**config.mk**
```make
export PLATFORM = sky130hd
export DESIGN_NAME = iobuf_ctrl
export DESIGN_NICKNAME = d
export VERILOG_FILES = /design/src/rtl/iobuf_pkg.sv /design/src/rtl/iobuf_sync2.sv /design/src/rtl/iobuf_ctrl.sv
export SDC_FILE = /design/constraint.sdc
export NUM_CORES = 1
export LEC_CHECK = 0
export ABC_AREA = 1
export CORE_MARGIN = 2
export CORE_UTILIZATION = 43
export DETAILED_ROUTE_END_ITERATION = 6
export GPL_ROUTABILITY_DRIVEN = 0
export GPL_TIMING_DRIVEN = 0
export HOLD_SLACK_MARGIN = 0.08
export PLACE_DENSITY = 0.72
export SETUP_SLACK_MARGIN = 0.02
export SKIP_CTS_REPAIR_TIMING = 1
export SLEW_MARGIN = 20
export SYNTH_ARGS = -nofsm -noshare
export SYNTH_HDL_FRONTEND = slang
export SYNTH_SLANG_ARGS = --single-unit
```
**constraint.sdc**
```tcl
create_clock -name clock -period 1.2 [get_ports clock]
set_input_delay 0.24 -clock clock [delete_from_list [all_inputs] [get_ports clock]]
set_output_delay 0.24 -clock clock [all_outputs]
set_load 0.005 [all_outputs]
```
**src/rtl/iobuf_pkg.sv**
```systemverilog
`default_nettype none
// ============================================================================
// Module      : iobuf_pkg
// Description : Shared encodings for the Bus Pirate IO buffer controller.
//               Holds the mode request encodings, the controller state
//               enumeration, and a helper that folds reserved modes onto HIZ.
// Revision    : 1.0 - initial release
// ============================================================================
package iobuf_pkg;

    localparam logic [1:0] IOBUF_MODE_HIZ  = 2'b00;
    localparam logic [1:0] IOBUF_MODE_PP   = 2'b01;
    localparam logic [1:0] IOBUF_MODE_OD   = 2'b10;
    localparam logic [1:0] IOBUF_MODE_RSVD = 2'b11;

    // Stable states: S_HIZ, S_PP, S_OD. Turnaround waits: S_DIR_ON, S_OE_OFF.
    typedef enum logic [2:0] {
        S_HIZ    = 3'd0,
        S_DIR_ON = 3'd1,
        S_PP     = 3'd2,
        S_OE_OFF = 3'd3,
        S_OD     = 3'd4
    } iobuf_state_t;

    // The reserved encoding behaves exactly like a HIZ request.
    function automatic logic [1:0] iobuf_norm_mode(input logic [1:0] i_mode);
        iobuf_norm_mode = (i_mode == IOBUF_MODE_RSVD) ? IOBUF_MODE_HIZ : i_mode;
    endfunction

endpackage
`default_nettype wire

```
**src/rtl/iobuf_sync2.sv**
```systemverilog
`default_nettype none
// ============================================================================
// Module      : iobuf_sync2
// Description : Generic two-flop synchroniser with synchronous active-high
//               reset. Brings an asynchronous input into the clk domain with
//               two cycles of latency.
// Ports       : clk  - destination clock
//               rst  - synchronous active-high reset (flops clear to 0)
//               i_d  - asynchronous input
//               o_q  - synchronised output
// Revision    : 1.0 - initial release
// ============================================================================
module iobuf_sync2 #(
    parameter int WIDTH = 1
) (
    input  logic             clk,
    input  logic             rst,
    input  logic [WIDTH-1:0] i_d,
    output logic [WIDTH-1:0] o_q
);

    logic [WIDTH-1:0] r_meta;
    logic [WIDTH-1:0] r_sync;

    always_ff @(posedge clk) begin
        if (rst) begin
            r_meta <= '0;
            r_sync <= '0;
        end else begin
            r_meta <= i_d;
            r_sync <= r_meta;
        end
    end

    assign o_q = r_sync;

endmodule
`default_nettype wire

```
**src/rtl/iobuf_ctrl.sv**
```systemverilog
`default_nettype none
// ============================================================================
// Module      : iobuf_ctrl
// Description : Per-pin sequencer for one Bus Pirate IO buffer
//               (74LVC1T45 direction, 74LVC1G07 open-drain, FPGA tristate).
//               Accepts HIZ / push-pull / open-drain mode requests and
//               enforces break-before-make turnaround so the FPGA pin never
//               drives while the level shifter points toward the FPGA.
// Ports       : clock, reset          - clock, synchronous active-high reset
//               mode_valid/mode       - mode request (00 HIZ,01 PP,10 OD,11=HIZ)
//               mode_ready, busy      - settled / transition in progress
//               cur_mode              - mode currently applied
//               dout                  - pin data (PP level, OD 0=low 1=release)
//               din_sync              - synchronised pin input
//               bufdir, bufod         - 74LVC1T45 DIR, 74LVC1G07 input
//               bufdat_tristate_*     - FPGA tristate pin oe/dout/din
// Revision    : 1.0 - initial release
// ============================================================================
module iobuf_ctrl
    import iobuf_pkg::*;
#(
    parameter int TURN_CYCLES = 4,
    parameter int CNT_W       = $clog2(TURN_CYCLES + 1)
) (
    input  logic       clock,
    input  logic       reset,
    input  logic       mode_valid,
    input  logic [1:0] mode,
    output logic       mode_ready,
    output logic [1:0] cur_mode,
    output logic       busy,
    input  logic       dout,
    output logic       din_sync,
    output logic       bufdir,
    output logic       bufod,
    output logic       bufdat_tristate_oe,
    output logic       bufdat_tristate_dout,
    input  logic       bufdat_tristate_din
);

    localparam logic [CNT_W-1:0] c_cnt_last = CNT_W'(TURN_CYCLES - 1);

    iobuf_state_t r_state;
    iobuf_state_t w_state_nxt;
    logic [CNT_W-1:0] r_cnt;
    logic [CNT_W-1:0] w_cnt_nxt;
    logic [1:0]   r_target;
    logic [1:0]   w_target_nxt;
    logic [1:0]   w_req;
    logic         w_accept;
    logic         w_cnt_done;
    logic [1:0]   w_cur_mode_nxt;
    logic         w_ready_nxt;

    logic         r_mode_ready;
    logic         r_busy;
    logic [1:0]   r_cur_mode;
    logic         r_bufdir;
    logic         r_bufod;
    logic         r_oe;
    logic         r_tri_dout;

    assign w_req      = iobuf_norm_mode(mode);
    assign w_accept   = mode_valid && r_mode_ready;
    assign w_cnt_done = (r_cnt == c_cnt_last);

    // ------------------------------------------------------------------
    // Next-state logic
    // ------------------------------------------------------------------
    always_comb begin
        w_state_nxt  = r_state;
        w_target_nxt = r_target;
        case (r_state)
            S_HIZ: begin
                if (w_accept) begin
                    w_target_nxt = w_req;
                    if (w_req == IOBUF_MODE_PP)      w_state_nxt = S_DIR_ON;
                    else if (w_req == IOBUF_MODE_OD) w_state_nxt = S_OD;
                end
            end
            S_DIR_ON: begin
                if (w_cnt_done) w_state_nxt = S_PP;
            end
            S_PP: begin
                if (w_accept) begin
                    w_target_nxt = w_req;
                    if (w_req != IOBUF_MODE_PP) w_state_nxt = S_OE_OFF;
                end
            end
            S_OE_OFF: begin
                if (w_cnt_done) begin
                    w_state_nxt = (r_target == IOBUF_MODE_OD) ? S_OD : S_HIZ;
                end
            end
            S_OD: begin
                if (w_accept) begin
                    w_target_nxt = w_req;
                    if (w_req == IOBUF_MODE_PP)       w_state_nxt = S_DIR_ON;
                    else if (w_req == IOBUF_MODE_HIZ) w_state_nxt = S_HIZ;
                end
            end
            default: w_state_nxt = S_HIZ;
        endcase
    end

    // Counter restarts on every state change so each wait state spans
    // exactly TURN_CYCLES cycles.
    always_comb begin
        w_cnt_nxt = '0;
        if ((w_state_nxt == r_state) &&
            ((r_state == S_DIR_ON) || (r_state == S_OE_OFF))) begin
            w_cnt_nxt = r_cnt + CNT_W'(1);
        end
    end

    // Status derived from the state being entered so all outputs are
    // registered and line up with the state register.
    always_comb begin
        w_cur_mode_nxt = r_cur_mode;
        w_ready_nxt    = 1'b0;
        case (w_state_nxt)
            S_HIZ: begin w_cur_mode_nxt = IOBUF_MODE_HIZ; w_ready_nxt = 1'b1; end
            S_PP:  begin w_cur_mode_nxt = IOBUF_MODE_PP;  w_ready_nxt = 1'b1; end
            S_OD:  begin w_cur_mode_nxt = IOBUF_MODE_OD;  w_ready_nxt = 1'b1; end
            default: begin
                w_cur_mode_nxt = r_cur_mode;
                w_ready_nxt    = 1'b0;
            end
        endcase
    end

    // ------------------------------------------------------------------
    // State and output registers
    // ------------------------------------------------------------------
    always_ff @(posedge clock) begin
        if (reset) begin
            r_state      <= S_HIZ;
            r_cnt        <= '0;
            r_target     <= IOBUF_MODE_HIZ;
            r_mode_ready <= 1'b1;
            r_busy       <= 1'b0;
            r_cur_mode   <= IOBUF_MODE_HIZ;
            r_bufdir     <= 1'b0;
            r_bufod      <= 1'b1;
            r_oe         <= 1'b0;
            r_tri_dout   <= 1'b0;
        end else begin
            r_state      <= w_state_nxt;
            r_cnt        <= w_cnt_nxt;
            r_target     <= w_target_nxt;
            r_mode_ready <= w_ready_nxt;
            r_busy       <= !w_ready_nxt;
            r_cur_mode   <= w_cur_mode_nxt;
            // Direction is toward the header in every state that may drive.
            r_bufdir     <= (w_state_nxt == S_DIR_ON) || (w_state_nxt == S_PP) ||
                            (w_state_nxt == S_OE_OFF);
            r_oe         <= (w_state_nxt == S_PP);
            r_bufod      <= (w_state_nxt == S_OD) ? dout : 1'b1;
            r_tri_dout   <= dout;
        end
    end

    iobuf_sync2 #(
        .WIDTH (1)
    ) u_din_sync (
        .clk (clock),
        .rst (reset),
        .i_d (bufdat_tristate_din),
        .o_q (din_sync)
    );

    assign mode_ready           = r_mode_ready;
    assign busy                 = r_busy;
    assign cur_mode             = r_cur_mode;
    assign bufdir               = r_bufdir;
    assign bufod                = r_bufod;
    assign bufdat_tristate_oe   = r_oe;
    assign bufdat_tristate_dout = r_tri_dout;

endmodule
`default_nettype wire

```
# Word level (Yosys, flattened, before mapping)
# Index checks and enable logic that the tools add are counted.
[classes] n_addsub=1 eq_ne=15 mux=15 bitwise_logic=2 n_reduce_logical=15
[ops] op="$mux 3" n=11
[ops] op="$eq 3x2->1 const B" n=5
[ops] op="$pmux 3 s5" n=1
[ops] op="$eq 2x2->1 const B" n=3
[ops] op="$eq 3x1->1 const B" n=2
[ops] op="$eq 3x3->1 const B" n=2
[ops] op="$logic_not 3->1" n=2
[ops] op="$pmux 2 s3" n=1
[ops] op="$reduce_or 3->1" n=2
[ops] op="$reduce_or 2->1" n=2
[ops] op="$add 3x1->3 const B" n=1
[ops] op="$eq 3x3->1" n=1
[ops] op="$logic_or 1x1->1" n=3
[ops] op="$reduce_bool 3->1" n=1
[ops] op="$eq 2x1->1 const B" n=1
[ops] op="$logic_and 1x1->1" n=2
[ops] op="$logic_not 2->1" n=1
[ops] op="$mux 2" n=1
[ops] op="$ne 2x1->1 const B" n=1
[ops] op="$not 1->1" n=2
[ops] op="$reduce_and 2->1" n=1
[ops] op="$logic_not 1->1" n=1
[ops] op="$mux 1" n=1
[word_totals] reg_bits=18 in_bits=7 output_inout_bits=9

# Logic depth before layout (Yosys ltp)
# Gate-level depths: netlist of the first run.
[depth] depth_word=11 mapped_depth=10

# By module
# From an unflattened synthesis of the first run, not the netlist that was laid out.
[unflattened] cells_unflattened=99 area_unflattened_um2=793.3
[by_module_without_submodules] module="iobuf_ctrl" n_inst=1 cells_per_inst=93 area_each_um2=738.2 seq_area_each_um2=320.3
[by_module_without_submodules] module="iobuf_sync2" n_inst=1 cells_per_inst=6 area_each_um2=55.1 seq_area_each_um2=40.0

# Worst setup path after synthesis of the first run
# No wires, ideal clock.
[synth_timing] path_kind="reg2reg" from="register r_cnt[0]" to="register r_bufod (netlist: bufod)" setup_ns=0.115 t_arrival_ns=1.186 t_required_ns=1.085 slack_ns=-0.101 stages_incl_launch_ff=9 synth_period_minus_slack_ns=1.301 path_cell_list="dfxtp_1 ha_1 ha_1 nand2_1 nand2_1 nand3_1 nand4_2 nor2_1 nand2_1"
[synth_between] elab_chain_len=6 word_cells_on_any_way=7
[synth_rtl] element="start: declaration" line="iobuf_ctrl.sv:45" rtl="logic [CNT_W-1:0] r_cnt;"
[synth_rtl] element="start signal: assignment" line="iobuf_ctrl.sv:149" rtl="r_cnt <= w_cnt_nxt;"
[synth_rtl] element="$eq 3x2->1 (*)" line="iobuf_ctrl.sv:65" rtl="assign w_cnt_done = (r_cnt == c_cnt_last);"
[synth_rtl] element="$mux 3, on equally long branches" line="iobuf_ctrl.sv:91, iobuf_ctrl.sv:82"
[synth_rtl] element="$pmux 3 s5 (*)" line="iobuf_ctrl.sv:73" rtl="case (r_state)"
[synth_rtl] element="$eq 3x3->1 (*)" line="iobuf_ctrl.sv:158" rtl="r_bufod <= (w_state_nxt == S_OD) ? dout : 1'b1;"
[synth_rtl] element="$not 1->1 (no source line) (*)"
[synth_rtl] element="$reduce_or 2->1 (no source line) (*)"
[synth_rtl] element="end signal: assignment" line="iobuf_ctrl.sv:158"
[synth_rtl] element="end: declaration" line="iobuf_ctrl.sv:59" rtl="logic r_bufod;"
# Every way passes the cells marked *; elsewhere a longest branch is shown, timed or not.
# A chain may end at the register's enable or synchronous reset.

# Final worst setup path of the first run
[layout_timing] from="register r_cnt[0]" to="register r_cur_mode[0] (netlist: cur_mode[0])"
[layout_between] elab_chain_len=5 word_cells_on_any_way=9
[layout_rtl] element="$eq 3x2->1 (*)" line="iobuf_ctrl.sv:65"
[layout_rtl] element="$mux 3, on equally long branches" line="iobuf_ctrl.sv:91, iobuf_ctrl.sv:82"
[layout_rtl] element="$pmux 3 s5 (*)" line="iobuf_ctrl.sv:73"
[layout_rtl] element="$eq 3x3->1, or another cell as far along" line="iobuf_ctrl.sv:121" rtl="case (w_state_nxt)"
[layout_rtl] element="$pmux 2 s3 or $reduce_bool 3->1 (tied branches)"
[layout_rtl] element="end signal: assignment" line="iobuf_ctrl.sv:153" rtl="r_cur_mode <= w_cur_mode_nxt;"
[layout_rtl] element="end: declaration" line="iobuf_ctrl.sv:57" rtl="logic [1:0] r_cur_mode;"
# Marks and branches as above.

==> run metrics, run 1 <==
clk sinks 18; min setup slack post-route -0.0616 ns; clock-pin slew on the worst setup and hold paths 0.09 ns; clk_lat worst skew 0.28 ns; HP Class register to register; Worst VDD drop 0.890 mV; post-DP HPWL 1110 µm; CP arrival 1.44 ns; achievable frequency 793 MHz; # Max-Cap Violations 0; Layout area overhead 48.0%; crit path launch type register; RSZ-0062 raised after global routing yes; clock buffer count from CTS 3; leakage power 0.618 nW; cell-internal power 0.000834 W; Tmin final 1.26 ns; status finished, violations left; Ports 16; DRC Markers 0; port buffer count 15; reg-to-reg startpoint r_cnt[0]; die width 46.2 µm; pre-CTS setup slack -0.615 ns; die area 2130 µm²; Vias/cell 4.85; Cell Area, Synth 764 µm²; Clock Power Share 24.6%; Max Fanout on Critical Path 4; DR pass1 iterations 4; layout cells sized above 1 36.4%; Sw Ratio 25.9%; hold path start u_din_sync.r_meta; Slew headroom 77.6%; Reg power frac 57.4%; Non-Filler Instances 143; multi-input logic area 444 µm²; Power Density 995 nW/µm²; vias post-DR 693; detailed router's first-iteration violation count 20; CTS Root Cell clkbuf_4; vias in the first global route 574; post-DR wirelength/cell 11.7 µm; Avg Inst Size Synth 7.72 µm²; Initial Utilization 44.8%; Synth Instances 99; # rows 15; period utilisation layout 105%; CP required 1.38 ns; Setup violations, final 5; Filler cells 140; global-route wire length before repair 2290 µm; Synth cell types 16; Final Max Slew Viols 0; Synth Register Bits 18; largest stage delay on the critical path 0.35 ns; most frequent CP cell ha_4; Critical Path End Type register; hold_ws 0.420 ns; Hold Fails Final Rpt 0; diode count 0; Yosys warnings 0; Crit Path Class register to register; Core ar. 1710 µm²; Register Area 369 µm²; Max Clock Skew 0.00552 ns; CTS tree yes; remaining antenna violation count 0; Synthesized Nets 111; CP Cell Sequence ha_4 > ha_4 > nand3_2 > nand3_4 > nand4_4 > nand3_1 > nand2_1; initial antenna violation count 0; Slew @ Worst Pin 0.335 ns; combinational share of power 18.0%; CTS H-tree depth 1; Final Core Density 66.2%; GRT Residual Overflow 0; Total Nets Final 132; gr usage total 15.4%; sequential area share after synthesis 47.1%; violated checks setup timing; Die H 46.2 µm; Max Root-Sink Buffers 2; largest net degree at the start of global routing 10; Final Routed Wirelength 1680 µm; net switching power 0.000291 W; beginning of the critical path r_cnt[0]; Slowest-stage cell, CP dfxtp_2; Placed Cells 139
[path summary, 6_finish.rpt]
| kind | depth (start not counted) | endpoint | slack [ns] |
|---|---|---|---|
| hold reg to reg | 2 | u_din_sync.o_q | 0.42 |
| setup reg to reg | 7 | cur_mode[0] | -0.06 |
| hold / removal | 2 | u_din_sync.o_q | 0.42 |
| setup / recovery | 7 | cur_mode[0] | -0.06 |
[per-layer routing]
layer | track usage, % | routed length, µm | up-vias | part of all wire (%)
li1 | - | - | 342 | -
met1 | 16.9 | 635 | 328 | 38
met2 | 26.9 | 919 | 19 | 55
met5 | 0 | 0 | - | 0
met3 | 7.06 | 95 | 4 | 5.7
met4 | 3.43 | 26 | 0 | 1.6
[Yosys cell counts]
master	instances	area share (%)
nand3_1	10	6.5
nor2_4	1	1.5
o21ai_1	1	0.65
nor2_1	16	7.9
a21oi_1	2	1.3
nand3_2	2	2.6
nand4_2	1	1.6
dfxtp_1	18	47
inv_1	17	8.3
o21ai_0	3	2.0
ha_1	5	8.2
nand2_2	1	0.82
clkinv_1	1	0.49
inv_2	2	0.98
nor2_2	2	1.6
nand2_1	17	8.3
[area by class of cell]
class / instances / area share (%)
multi-input combinational: 61 / 39.3
sequential: 18 / 32.6
timing repair inverter: 1 / 0.664
inverter: 20 / 6.97
tap: 25 / 2.77
timing repair buffer: 15 / 15.7
clock buffer: 3 / 1.99
[per-stage QoR]
step	area, µm²	TNS [ns]	power (W)
detailed placement	978	-5.98	0.000823
CTS	1000	-3.63	0.00110
floorplan	797	0	0.000750
global placement	978	-5.49	0.000817
finish	1130	-0.183	0.00113
global route	1130	-0.739	0.00120
[power by group through the flow]
| stage | logic, W | clock network (W) | registers (W) |
|---|---|---|---|
| global placement | 0.000161 | 0 | 0.000656 |
| floorplan | 0.0000937 | 0 | 0.000656 |
| detailed placement | 0.000166 | 0 | 0.000657 |
| finish | 0.000203 | 0.000277 | 0.000646 |
| global route | 0.000226 | 0.000325 | 0.000649 |
| CTS | 0.000167 | 0.000291 | 0.000643 |
[placed cells by master, fill, tap and decap left out]
master           instances
a21oi_1                  2
clkbuf_4                 3
clkdlybuf4s50_1          4
clkinvlp_4               2
dfxtp_1                 11
dfxtp_2                  7
dlymetal6s2s_1          11
ha_1                     2
ha_4                     3
inv_1                   12
inv_2                    7
nand2_1                 11
nand2_2                  6
nand2_4                  1
nand3_1                  7
nand3_2                  3
nand3_4                  2
nand4_4                  1
nor2_1                  12
nor2_2                   5
nor2_4                   2
o21ai_0                  2
o21ai_1                  1
o21ai_2                  1
[worst max-delay path: cells and delay by family (launching register included)]
family,cells,cell delay [ns]
and+or+nand+nor,5,0.52
DFF,1,0.35
adders and majority gates,2,0.29
[sequential cells by signal, summed over array words and instances (netlist names)]
register and cells:
bufod 1, bufdat_tristate_oe 1, cur_mode 2, r_target 2
u_din_sync.o_q 1, mode_ready 1, bufdir 1, r_cnt 3
bufdat_tristate_dout 1, u_din_sync.r_meta 1, busy 1, r_state 3
[cell families (layout without fill, tap and decap cells)]
logic type / count (synthesis) / in the layout / share of synthesized area, %
AOI/OAI and AO/OA: 6 / 6 / 3.93
adders and majority gates: 5 / 5 / 8.18
buffers and inverters: 20 / 39 / 9.82
DFF: 18 / 18 / 47.1
and+or+nand+nor: 50 / 50 / 30.9
No activity file was read; power rests on OpenSTA's default activity.
==> inputs of run 2 (changes only) <==
==> constraint.sdc (replaced) <==
create_clock -name clock -period 1.2 [get_ports clock]
set_input_delay 0.24 -clock clock [delete_from_list [all_inputs] [get_ports clock]]
set_output_delay 0.24 -clock clock [all_outputs]
set_load 0.01 [all_outputs]
==> run metrics, run 2 (synthesis gave the netlist of run 1 again) <==
status finished, violations left; violated checks setup timing; die area 2130 µm² (unchanged); Vias/cell 4.74 (-2.1%); gr usage total 15.4% (unchanged); Largest regs r_cnt: 3 flops, r_state: 3 flops; die width 46.2 µm (unchanged); leakage power 0.633 nW (+2.4%); Initial Utilization 44.8% (unchanged); Max Clock Skew 0.00600 ns (+0.000477 ns); Max Fanout on Critical Path 6 (+2); Overall Power 0.00114 W (+1.2%); largest stage delay on the critical path 0.66 ns (+0.31 ns); HP Class register to register; Core ar. 1710 µm² (unchanged); crit path launch type input port; Slowest-stage cell, CP clkdlybuf4s50_1; min setup slack post-route -0.119 ns (-0.0575 ns); Tmin final 1.32 ns (+0.0575 ns); vias post-DR 688 (-0.72%); Power Density 995 nW/µm² (about the same); CP Cell Sequence clkdlybuf4s50_1 > clkinvlp_2 > nand2_4 > o21ai_2; post-DR wirelength/cell 11.8 µm (+0.62%); Ports 16 (unchanged); CTS tree yes; achievable frequency 758 MHz (-4.4%); Setup violations, final 10 (+5); DRC Markers 0 (unchanged); clock-pin slew on the worst setup and hold paths 0.09 ns (about the same); Hold Fails Final Rpt 0 (unchanged); global-route wire length before repair 2290 µm (unchanged); hold_ws 0.408 ns (-0.0125 ns); CP required 1.38 ns (about the same); RSZ-0062 raised after global routing yes; Slew headroom 78.1% (+0.50 points); initial antenna violation count 0 (unchanged); clk_lat worst skew 0.28 ns (about the same); Final Routed Wirelength 1710 µm (+2.0%); largest net degree at the start of global routing 10 (unchanged); # Max-Cap Violations 0 (unchanged); remaining antenna violation count 0 (unchanged); CTS Root Cell clkbuf_4; Slew @ Worst Pin 0.328 ns (-0.00741 ns); Critical Path End Type register; commonest non-fill, non-tap cells in the layout dfxtp_1, inv_1, nand2_1, nor2_1, dlymetal6s2s_1; Final Max Slew Viols 0 (unchanged); period utilisation layout 110% (+4.8 points); Die H 46.2 µm (unchanged); CP arrival 1.50 ns (+0.06 ns); Crit Path Class input port to register; Max Root-Sink Buffers 2 (unchanged); Layout area overhead 49.8%; vias in the first global route 574 (unchanged); detailed router's first-iteration violation count 18 (-10%); setup_tns -0.843 ns (-0.661 ns); Total Nets Final 134 (+1.5%); clk sinks 18 (unchanged); Worst VDD drop 0.891 mV (about the same); port buffer count 15 (unchanged); DR pass1 iterations 4 (unchanged); diode count 0 (unchanged); # rows 15 (unchanged); layout cells sized above 1 35.0% (-1.4 points); clock buffer count from CTS 3 (unchanged); post-DP HPWL 1110 µm (unchanged); CTS H-tree depth 1 (unchanged); GRT Residual Overflow 0 (unchanged); most common cell after layout, fill and taps aside dfxtp_1
run 2: routing by layer:
layer  track usage [%]  routed length (µm)  up-vias
li1                  -                   -      346
met5                 0                   0        -
met2              26.9                 896       22
met4              3.43                  45        0
met1              16.9                 665      316
met3              7.06                 103        4
run 2: final timing paths:
kind | from | to | slack [ns] | cells past startpoint
max | reset | cur_mode[1] | -0.12 | 4
min | u_din_sync.r_meta | u_din_sync.o_q | 0.41 | 2
max reg2reg | r_cnt[0] | cur_mode[0] | -0.07 | 7
min reg2reg | u_din_sync.r_meta | u_din_sync.o_q | 0.41 | 2
run 2: area by class of cell:
class                      count  area, µm²
sequential                    18        364
multi-input combinational     61        447
tap                           25       31.3
clock buffer                   3       22.5
fill                         141        563
timing repair inverter         1       5.00
timing repair buffer          17        196
inverter                      20       78.8
run 2: worst max-delay path: cells and delay by family:
family / cells / cell delay (ns)
compound gates: 1 / 0.05
simple gates: 1 / 0.17
buf+inv: 2 / 1.03
run 2: power breakdown:
part,switching [W],leakage [nW],internal (W)
Combinational,0.000120,0.471,0.0000934
Clock,0.000164,0.0138,0.000117
Sequential,0.0000173,0.148,0.000627
Total,0.000301,0.633,0.000837
run 2: per-stage QoR:
step / util [%] / setup slack, ns / std cells / area, µm²
detailed placement: 57.3 / -0.615 / 139 / 978
global placement: 57.3 / -0.557 / 139 / 978
floorplan: - / 0.0134 / 99 / 797
CTS: 58.6 / -0.310 / 142 / 1000
finish: 67.0 / -0.119 / 145 / 1140
global route: 67.0 / -0.174 / 145 / 1140
==> inputs of run 3 (changes only) <==
Settings changed: ABC_CLOCK_PERIOD_IN_PS set to 1200.
==> results of run 3 <==
Final layout, timing and power as in run 2 (identical DEF).
